$ cat src/rtl/keypad_scanner_pkg.sv
// ============================================================================
//  Module   : keypad_pkg
//  Brief    : Shared types, key map and default timing for the keypad scanner.
//  Revision : 1.0 - initial release
// ============================================================================
`default_nettype none

package keypad_pkg;

    localparam int DEFAULT_ROW_CYCLES      = 10;
    localparam int DEFAULT_DEBOUNCE_CYCLES = 200;

    typedef enum logic [1:0] {
        ST_SCAN       = 2'd0,
        ST_DB_PRESS   = 2'd1,
        ST_HELD       = 2'd2,
        ST_DB_RELEASE = 2'd3
    } state_t;

    // Indexed [row][col], col0 is the leftmost keypad column.
    localparam logic [3:0] KEY_MAP [0:3][0:3] = '{
        '{4'h1, 4'h2, 4'h3, 4'hA},
        '{4'h4, 4'h5, 4'h6, 4'hB},
        '{4'h7, 4'h8, 4'h9, 4'hC},
        '{4'hE, 4'h0, 4'hF, 4'hD}
    };

    function automatic logic [1:0] lowest_low_col(input logic [3:0] c);
        logic [1:0] idx;
        idx = 2'd0;
        for (int i = 3; i >= 0; i--) begin
            if (!c[i]) begin
                idx = 2'(i);
            end
        end
        return idx;
    endfunction

endpackage

`default_nettype wire

$ cat src/rtl/keypad_scanner_if.sv
// ============================================================================
//  Module   : keypad_if
//  Brief    : Keypad matrix and decoded-key signal bundle.
//  Revision : 1.0 - initial release
// ============================================================================
`default_nettype none

interface keypad_if;
    logic [3:0] cols;
    logic [3:0] rows;
    logic [3:0] key;
    logic       key_valid;
    logic       key_held;

    modport master (output cols, input rows, key, key_valid, key_held);
    modport slave  (input cols, output rows, key, key_valid, key_held);
endinterface

`default_nettype wire

$ cat src/rtl/keypad_scanner_sync_2ff.sv
// ============================================================================
//  Module   : sync_2ff
//  Brief    : Two-flop synchronizer with configurable width and reset value.
//  Revision : 1.0 - initial release
// ============================================================================
`default_nettype none

module sync_2ff #(
    parameter int               WIDTH       = 1,
    parameter logic [WIDTH-1:0] RESET_VALUE = '0
) (
    input  wire logic             clk,
    input  wire logic             reset,
    input  wire logic [WIDTH-1:0] d,
    output logic      [WIDTH-1:0] q
);

    logic [WIDTH-1:0] r_meta;
    logic [WIDTH-1:0] r_sync;

    always_ff @(posedge clk or negedge reset) begin
        if (!reset) begin
            r_meta <= RESET_VALUE;
            r_sync <= RESET_VALUE;
        end else begin
            r_meta <= d;
            r_sync <= r_meta;
        end
    end

    assign q = r_sync;

endmodule

`default_nettype wire

$ cat src/rtl/keypad_scanner.sv
// ============================================================================
//  Module   : keypad_scanner
//  Brief    : 4x4 keypad row scanner with press/release debounce, no rollover.
//  Revision : 1.0 - initial release
// ============================================================================
`default_nettype none

module keypad_scanner
    import keypad_pkg::*;
#(
    parameter int ROW_CYCLES      = DEFAULT_ROW_CYCLES,
    parameter int DEBOUNCE_CYCLES = DEFAULT_DEBOUNCE_CYCLES
) (
    input  wire logic clk,
    input  wire logic reset,
    keypad_if.slave   bus
);

    localparam int CNT_MAX = (ROW_CYCLES > DEBOUNCE_CYCLES) ? ROW_CYCLES : DEBOUNCE_CYCLES;
    localparam int CNT_W   = $clog2(CNT_MAX);
    localparam logic [CNT_W-1:0] ROW_LAST = CNT_W'(ROW_CYCLES - 1);
    localparam logic [CNT_W-1:0] DB_LAST  = CNT_W'(DEBOUNCE_CYCLES - 1);

    logic [3:0]       cs;
    state_t           r_state,     w_state_next;
    logic [1:0]       r_row,       w_row_next;
    logic [1:0]       r_col,       w_col_next;
    logic [CNT_W-1:0] r_cnt,       w_cnt_next;
    logic [3:0]       r_key,       w_key_next;
    logic             r_key_valid, w_key_valid_next;
    logic             w_col_low;

    sync_2ff #(
        .WIDTH       (4),
        .RESET_VALUE (4'b1111)
    ) u_sync (
        .clk   (clk),
        .reset (reset),
        .d     (bus.cols),
        .q     (cs)
    );

    always_ff @(posedge clk or negedge reset) begin
        if (!reset) begin
            r_state     <= ST_SCAN;
            r_row       <= 2'd0;
            r_col       <= 2'd0;
            r_cnt       <= '0;
            r_key       <= 4'h0;
            r_key_valid <= 1'b0;
        end else begin
            r_state     <= w_state_next;
            r_row       <= w_row_next;
            r_col       <= w_col_next;
            r_cnt       <= w_cnt_next;
            r_key       <= w_key_next;
            r_key_valid <= w_key_valid_next;
        end
    end

    assign w_col_low = ~cs[r_col];

    always_comb begin
        w_state_next     = r_state;
        w_row_next       = r_row;
        w_col_next       = r_col;
        w_cnt_next       = r_cnt;
        w_key_next       = r_key;
        w_key_valid_next = 1'b0;
        case (r_state)
            ST_SCAN: begin
                if (r_cnt == ROW_LAST) begin
                    w_cnt_next = '0;
                    if (cs != 4'b1111) begin
                        w_col_next   = lowest_low_col(cs);
                        w_state_next = ST_DB_PRESS;
                    end else begin
                        w_row_next = r_row + 2'd1;
                    end
                end else begin
                    w_cnt_next = r_cnt + 1'b1;
                end
            end
            ST_DB_PRESS: begin
                if (!w_col_low) begin
                    // Bounce: rescan the same row from the start.
                    w_state_next = ST_SCAN;
                    w_cnt_next   = '0;
                end else if (r_cnt == DB_LAST) begin
                    w_state_next     = ST_HELD;
                    w_cnt_next       = '0;
                    w_key_next       = KEY_MAP[r_row][r_col];
                    w_key_valid_next = 1'b1;
                end else begin
                    w_cnt_next = r_cnt + 1'b1;
                end
            end
            ST_HELD: begin
                if (!w_col_low) begin
                    w_state_next = ST_DB_RELEASE;
                    w_cnt_next   = '0;
                end
            end
            ST_DB_RELEASE: begin
                if (w_col_low) begin
                    w_state_next = ST_HELD;
                    w_cnt_next   = '0;
                end else if (r_cnt == DB_LAST) begin
                    w_state_next = ST_SCAN;
                    w_row_next   = r_row + 2'd1;
                    w_cnt_next   = '0;
                end else begin
                    w_cnt_next = r_cnt + 1'b1;
                end
            end
            default: begin
                w_state_next = ST_SCAN;
                w_cnt_next   = '0;
            end
        endcase
    end

    assign bus.rows      = ~(4'b0001 << r_row);
    assign bus.key       = r_key;
    assign bus.key_valid = r_key_valid;
    assign bus.key_held  = (r_state == ST_HELD) || (r_state == ST_DB_RELEASE);

endmodule

`default_nettype wire

$ cat src/flat_wrapper.sv
// flat-port wrapper written by rule: the top's interface ports become plain ports
module keypad_scanner_flat import keypad_pkg::*;
#(
    parameter int ROW_CYCLES      = DEFAULT_ROW_CYCLES,
    parameter int DEBOUNCE_CYCLES = DEFAULT_DEBOUNCE_CYCLES
)
  (clk, reset, bus_cols, bus_rows, bus_key, bus_key_valid, bus_key_held);
  keypad_if bus_i ();
  input  wire logic clk;
  input  wire logic reset;
  input wire logic [$bits(bus_i.cols)-1:0] bus_cols;
  output wire logic [$bits(bus_i.rows)-1:0] bus_rows;
  output wire logic [$bits(bus_i.key)-1:0] bus_key;
  output wire logic [$bits(bus_i.key_valid)-1:0] bus_key_valid;
  output wire logic [$bits(bus_i.key_held)-1:0] bus_key_held;
  assign bus_i.cols = bus_cols;
  assign bus_rows = bus_i.rows;
  assign bus_key = bus_i.key;
  assign bus_key_valid = bus_i.key_valid;
  assign bus_key_held = bus_i.key_held;
  keypad_scanner #(.ROW_CYCLES(ROW_CYCLES), .DEBOUNCE_CYCLES(DEBOUNCE_CYCLES)) u_core (.clk(clk), .reset(reset), .bus(bus_i));
endmodule
$ cat config.mk
export PLATFORM = sky130hd
export DESIGN_NAME = keypad_scanner_flat
export DESIGN_NICKNAME = d
export VERILOG_FILES = /design/src/rtl/keypad_scanner_pkg.sv /design/src/rtl/keypad_scanner_if.sv /design/src/rtl/keypad_scanner_sync_2ff.sv /design/src/rtl/keypad_scanner.sv /design/src/flat_wrapper.sv
export SDC_FILE = /design/constraint.sdc
export NUM_CORES = 1
export LEC_CHECK = 0
export ABC_AREA = 1
export ABC_CLOCK_PERIOD_IN_PS = 1900
export BUFFER_PORTS_ARGS = -buffer_cell sky130_fd_sc_hd__buf_2
export CAP_MARGIN = 20
export CORE_ASPECT_RATIO = 0.7
export CORE_UTILIZATION = 35
export DETAILED_ROUTE_END_ITERATION = 16
export GPL_TIMING_DRIVEN = 0
export PLACE_DENSITY_LB_ADDON = 0.08
export RECOVER_POWER = 25
export REMOVE_ABC_BUFFERS = 1
export SYNTH_ARGS = -nofsm -noshare
export SYNTH_HDL_FRONTEND = slang
export SYNTH_SLANG_ARGS = --single-unit
$ cat constraint.sdc
create_clock -name clk -period 1.9 [get_ports clk]
set_clock_uncertainty 0.05 [all_clocks]
set_input_delay 0.38 -clock clk [delete_from_list [all_inputs] [get_ports clk]]
set_output_delay 0.38 -clock clk [all_outputs]
set_load 0.03 [all_outputs]
==> out/qor.txt, run 1 <==
fill count - 423
largest net degree at the start of global routing - 28
Clock Power Share - 0.157
Pins Over Slew Limit - 0
final core occ - 0.429
TritonCTS Buffers - 3
initial antenna violation count - 0
Vias - 1213
status - finished clean
core area - 4110 sq um
Seq/Total Area, Yosys - 0.437
number of enable flip-flop cells after synthesis - 0
final wirelength - 3.16 mm
P_leak - 0.852 nW
TritonCTS sink count - 27
DR DRC count - 0
fraction of registers with async set/reset - 1.00
Final setup viols - 0
crit path kind - register to primary output
H-Tree Depth - 1
TNS Setup - 0 ps
Via density - 4.70
Peak VDD IR - 0.584 mV
Final Hold Fails - 0
1st-iter DRT viols - 77
# Post-CTS Setup Buffers - 0
vias in the first global route - 1090
DPL Wire Length - 2.42 mm
Die Y - 58.0 um
fmax - 556 MHz
share of post-route cells with drive strength above 1 - 0.243
unrepaired setup endpoints after global routing - false
startpoint types - register
std cell rows - 19
final period utilization - 0.946
Die X - 82.1 um
Yosys reg bits - 27
drt pass-1 iters - 4
ANT nets after route - 0
Worst Setup End Kind - primary output
first-pass GRT wire length - 5.35 mm
Rel. slew slack - 0.0231
Data arrival, critical path - 1370 ps
GRT overflow - 0
worst r2r path cells - 10
non-filler cells, final - 258
Crit Path Max Fanout - 7
CP required - 1470 ps
Starting Density - 0.382
Hold EP - u_core.u_sync.r_meta[3]
Final WS setup - 103 ps
Synthesis Warnings - 0
Pwr Density - 1290 nW/um^2
pre-CTS setup slack - 205 ps
IO Pins - 16
Flop pwr share - 0.361
CTS tree - done
Syn Inst Count - 188
Worst-Margin Slew - 1470 ps
ranking of synthesized cells by area - dfrtp_1 (30%), dfstp_2 (13%), nand2_1 (12%), ha_1 (10%), inv_1 (4.8%)
Avg Inst Size Synth - 8.35 sq um
worst hold path depth - 1
clock latency on the worst-skew pair - 280 ps
WL per Instance - 12.2 um
combinational power share - 0.481
Synth cell types - 26
nets@finish - 226
Overall Global Routing Usage - 0.153
diode count - 0
IO Port Bufs - 15
most common cell in the synthesized netlist - nand2_1
Area Growth Syn to Fin - 12.4%
Sw Share - 0.467
internal power - 1.21 mW
CTS max path bufs - 2
internal reg-to-reg setup slack - 200 ps
RR Endpoint - u_core.r_cnt[7]
R2R Path Start - u_core.r_cnt[0]
worst min path class - input pin to register
root buffer cell - clkbuf_8
commonest cells in the netlist - nand2_1 (50), inv_1 (20), dfrtp_1 (19), nor2_1 (19), ha_1 (13)
CTS resizes - 0
top cell type's share of synthesized area - 0.303
RePlAce Congestion - 0.826
Main synth FF type - dfrtp_1
Syn Std Cell Area - 1570 sq um
hold path startpoint - bus_cols[3]
Psw - 1.07 mW
hold buffer count at cts - 0
clock-pin slew on the worst setup and hold paths - 110 ps
die area - 4760 sq um
total placed cells including tap cells - 254
Max Cap Viol - 0
fin crit period - 1800 ps
largest area contributor in the netlist - dfrtp_1
[registers in the layout, summed over array words and instances, names as in the netlist, named ones only]
| name | count |
|---|---|
| u_core.u_sync.r_meta | 4 |
| u_core.r_col | 2 |
| u_core.r_cnt | 8 |
| u_core.u_sync.q | 4 |
| u_core.r_row | 2 |
| u_core.bus.key_valid | 1 |
| u_core.bus.key | 4 |
| u_core.r_state | 1 |
[cells by family after synthesis]
family	count (synthesis)	synth area share
AOI/OAI and AO/OA	23	0.0900
adders and majority gates	13	0.104
and+or+nand+nor	95	0.283
buffers and inverters	26	0.0645
xor gates and xnor gates	4	0.0223
DFF	27	0.437
[routing by layer]
layer	track usage	vias up	share of wire	wire length [um]
met2	0.208	22	0.40	1250
met4	0.0376	0	0.0067	21
li1	-	634	-	-
met5	0	-	0	0
met3	0.0425	2	0.040	125
met1	0.234	555	0.56	1760
[per-stage QoR]
step,hold slack (ps),power [mW],cell area [sq um]
final,134,2.28,1760
after global routing,111,2.48,1760
after CTS,70.2,2.28,1760
after detailed placement,297,1.91,1710
after global placement,296,1.87,1710
after floorplan,34.4,1.63,1570
[final cells by class]
cell class / instances / area, sq um / area share
Tap cell: 52 / 65.1 / 0.0369
Multi-Input combinational cell: 135 / 786 / 0.445
Clock inverter: 1 / 8.76 / 0.00496
Timing Repair Buffer: 15 / 76.3 / 0.0433
Sequential cell: 27 / 691 / 0.391
Inverter: 25 / 96.3 / 0.0546
Clock buffer: 3 / 41.3 / 0.0234
[cell usage in the layout, fill, tap and decap left out]
master / count
a21oi_1: 2
inv_6: 1
o21ai_0: 11
o21bai_1: 1
o21a_1: 1
nand2_4: 2
inv_1: 19
nand2_1: 50
inv_2: 5
ha_2: 1
dfrtp_2: 4
nor3_1: 2
buf_2: 13
nor2_1: 19
o22ai_1: 1
clkbuf_8: 3
nor3_2: 1
dfrtp_1: 15
xor2_1: 4
a21oi_4: 1
dfstp_2: 8
nand3_2: 6
nor2_2: 3
nand3_1: 9
clkbuf_4: 1
clkbuf_1: 1
o21ai_1: 3
ha_1: 12
nand4_1: 3
o211ai_1: 2
inv_4: 1
a32oi_1: 1
[critical path, cell delays in order, from the launching register on]
cell and delay [ps]:
dfrtp_2 480, inv_1 170, ha_1 220, inv_1 50, buf_2 170
[how the worst max path moves through the flow]
| stage | endpoint | startpoint | slack, ps |
|---|---|---|---|
| 6_report | bus_rows[0] | u_core.r_row[1] | 100 |
| 5_1_grt | u_core.r_cnt[7] | u_core.r_cnt[0] | 10 |
| 4_1_cts | bus_rows[0] | u_core.r_row[0] | 10 |
| 3_5_place_dp | u_core.r_cnt[4] | u_core.r_col[0] | 210 |
| 3_3_place_gp | u_core.r_cnt[7] | u_core.r_cnt[0] | 230 |
| 2_1_floorplan | u_core.r_cnt[7] | u_core.r_cnt[0] | 430 |
[power groups by stage]
stage / registers (mW) / clock network, mW / logic (mW)
2_1_floorplan: 0.784 / 0 / 0.847
3_3_place_gp: 0.815 / 0 / 1.06
3_5_place_dp: 0.819 / 0 / 1.09
4_1_cts: 0.809 / 0.375 / 1.10
5_1_grt: 0.842 / 0.400 / 1.24
6_report: 0.824 / 0.359 / 1.10
(Power assumes the default switching activity.)
==> run 2: changes to the inputs <==
- ABC_AREA: 1 -> default
==> run 2 against run 1 <==
Against the previous run:
- the flow now finishes with violations (setup timing)
- register-to-register slack got worse by 340 ps
- fmax fell by 12%
- global-route usage fell by 0.28 points
- count of clock-buffer cells in the layout did not move
- core utilization rose by 3.4 points
- synthesized area fell by 3.7%
- critical endpoint is now u_core.r_row[1]
==> out/qor.txt, run 2 <==
status - finished with violations
failing checks - setup timing
CTS tree - done
Overall Global Routing Usage - 0.150 (-0.00283)
startpoint types - register
Main synth FF type - dfrtp_1
RePlAce Congestion - 0.763 (-7.7%)
Pins Over Slew Limit - 0 (unchanged)
largest area contributor in the netlist - dfrtp_1
Synthesis Warnings - 0 (unchanged)
Largest Register - u_core.r_cnt
Syn Std Cell Area - 1510 sq um (-3.7%)
core area - 4020 sq um (-2.3%)
fill count - 408 (-3.5%)
top cell type's share of synthesized area - 0.315 (+0.0118)
Data arrival, critical path - 2160 ps (+790 ps)
worst hold path depth - 1 (unchanged)
Via density - 5.10 (+8.5%)
worst r2r path cells - 5 (-5)
Worst-Margin Slew - 1410 ps (-54.0 ps)
total placed cells including tap cells - 204 (-20%)
Power Total - 2.36 mW (+3.3%)
Max Cap Viol - 0 (unchanged)
CP top delay family - simple AND/OR/NAND/NOR gates
fraction of registers with async set/reset - 1.00 (unchanged)
first-pass GRT wire length - 5.24 mm (-2.1%)
Avg Inst Size Synth - 10.8 sq um (+29%)
final period utilization - 1.08 (+0.129)
Yosys reg bits - 27 (unchanged)
root buffer cell - clkbuf_8
Final Hold Slack - 140 ps (+6.10 ps)
number of enable flip-flop cells after synthesis - 0 (unchanged)
Peak VDD IR - 0.465 mV (-20%)
CP peak stage delay - 580 ps (+100 ps)
CP required - 2020 ps (+550 ps)
diode count - 0 (unchanged)
worst path cell trace - or4b_4 > nor2_4 > nand2_2 > a221oi_4 > mux2_4
dpl cell area - 1630 sq um (-4.3%)
die area - 4590 sq um (-3.6%)
Critical Path Stages - 5 (+1)
Final WS setup - -143 ps (-245 ps)
final core occ - 0.463 (+0.0338)
DPL Wire Length - 2.08 mm (-14%)
Synth cell types - 44 (+69%)
Die X - 80.5 um (-1.8%)
Worst path slowest cell - or4b_4
CTS max path bufs - 2 (unchanged)
non-filler cells, final - 220 (-15%)
commonest cells in the netlist - dfrtp_1 (19), ha_1 (13), o21ai_0 (13)
Final setup viols - 9 (+9)
TNS Setup - -486 ps (-486 ps)
Syn Inst Count - 140 (-26%)
Worst Setup End Kind - register
fmax - 490 MHz (-12%)
Buf/Inv on CP - 0 (-3)
ranking of synthesized cells by area - dfrtp_1 (31%), dfstp_2 (14%), ha_1 (11%), o21ai_0 (4.3%), inv_1 (3.0%)
TritonCTS Buffers - 3 (unchanged)
clock latency on the worst-skew pair - 270 ps (about the same)
TritonCTS sink count - 27 (unchanged)
fin crit period - 2040 ps (+245 ps)
clock-pin slew on the worst setup and hold paths - 100 ps (about the same)
Rel. slew slack - 0.0591 (+0.0360)
crit path kind - register to register
pre-CTS setup slack - -390 ps (-595 ps)
IO Pins - 16 (unchanged)
DR DRC count - 0 (unchanged)
GRT overflow - 0 (unchanged)
most frequent cells in the layout - dfrtp_1 (14), buf_2 (14), o21ai_0 (12), inv_1 (11), ha_1 (10)
worst min path class - input pin to register
Starting Density - 0.376 (-0.00560)
Die Y - 57.0 um (-1.8%)
Final Cell Area - 1860 sq um (+5.4%)
1st-iter DRT viols - 40 (-48%)
Reg area - 692 sq um (+0.18%)
hold buffer count at cts - 0 (unchanged)
H-Tree Depth - 1 (unchanged)
initial antenna violation count - 0 (unchanged)
std cell rows - 19 (unchanged)
max reg flops - 8 (unchanged)
final wirelength - 3.04 mm (-3.7%)
Crit Path Max Fanout - 3 (-4)
unrepaired setup endpoints after global routing - true
Seq/Total Area, Yosys - 0.454 (+0.0170)
most common cell in the synthesized netlist - dfrtp_1
IO Port Bufs - 15 (unchanged)
ANT nets after route - 0 (unchanged)
Vias - 1122 (-7.5%)
largest net degree at the start of global routing - 28 (unchanged)
Pwr Density - 1270 nW/um^2 (-1.9%)
P_leak - 0.845 nW (-0.87%)
Final Hold Fails - 0 (unchanged)
Area Growth Syn to Fin - 23.0%
nets@finish - 188 (-17%)
Multi-input gate area - 832 sq um (+5.9%)
drt pass-1 iters - 3 (-1)
share of post-route cells with drive strength above 1 - 0.393 (+0.150)
WL per Instance - 13.8 um (+13%)
vias in the first global route - 1088 (-0.18%)
## run 2: cell count changes in the layout (fill, tap and decap cells not counted), sizes merged, moves of 4 or more
cell	change
and3	+4
buf	+13
nor2	-16
nor2b	+4
nand3	-13
nand2	-43
a22o	+5
inv	-13
mux2	+4
## run 2: cells by family after synthesis
kind of cell             Yosys count  synth area share
AND/OR/NAND/NOR                   40             0.162
AO/OA/AOI/OAI                     36             0.164
flip-flops                        27             0.454
buffers and inverters             15            0.0430
adder cells (fa/ha/maj)           13             0.108
multiplexers                       7            0.0579
XOR/XNOR                           2            0.0116
## run 2: timing repair
item,in CTS,in global routing
pin swaps,8,4
resized for setup,15,10
setup buffers,10,2
endpoints found under the setup margin,18,19
## run 2: path summary, 6_finish.rpt
check / slack, ps / startpoint / to
worst max register to register: -140 / u_core.r_cnt[6] / u_core.r_row[1]
worst max-delay path: -140 / u_core.r_cnt[6] / u_core.r_row[1]
min in group asynchronous: 360 / reset / u_core.bus.key[0]
max in group asynchronous: 520 / reset / u_core.r_cnt[3]
worst min-delay path: 140 / bus_cols[3] / u_core.u_sync.r_meta[3]
worst min register to register: 310 / u_core.u_sync.r_meta[1] / u_core.u_sync.q[1]
## run 2: power by group
group          total (mW)  leakage [nW]  switching (mW)  internal [mW]
Clock               0.346        0.0261           0.192          0.154
Sequential          0.777         0.330           0.110          0.667
Combinational        1.23         0.489           0.692          0.542
## run 2: worst register-to-register path, stage by stage, from the launching register on
cell and delay, ps:
dfrtp_1 420, or4b_4 580, nor2_4 140, nand2_2 80, a221oi_4 340, mux2_4 330
## run 2: metal layers
layer | share of wire | up-vias | wire, um | global-route usage
met5 | 0 | - | 0 | 0
met4 | 0.0059 | 0 | 18 | 0.0306
met3 | 0.027 | 2 | 82 | 0.0384
met2 | 0.42 | 13 | 1270 | 0.219
met1 | 0.55 | 553 | 1660 | 0.224
li1 | - | 554 | - | -
## run 2: layout make-up
cell class | instances | share of cell area
multi-input combinational | 98 | 0.448
sequential | 27 | 0.372
timing repair buffer | 27 | 0.0942
tap | 52 | 0.0350
inverter | 12 | 0.0242
clock buffer | 3 | 0.0222
clock inverter | 1 | 0.00471
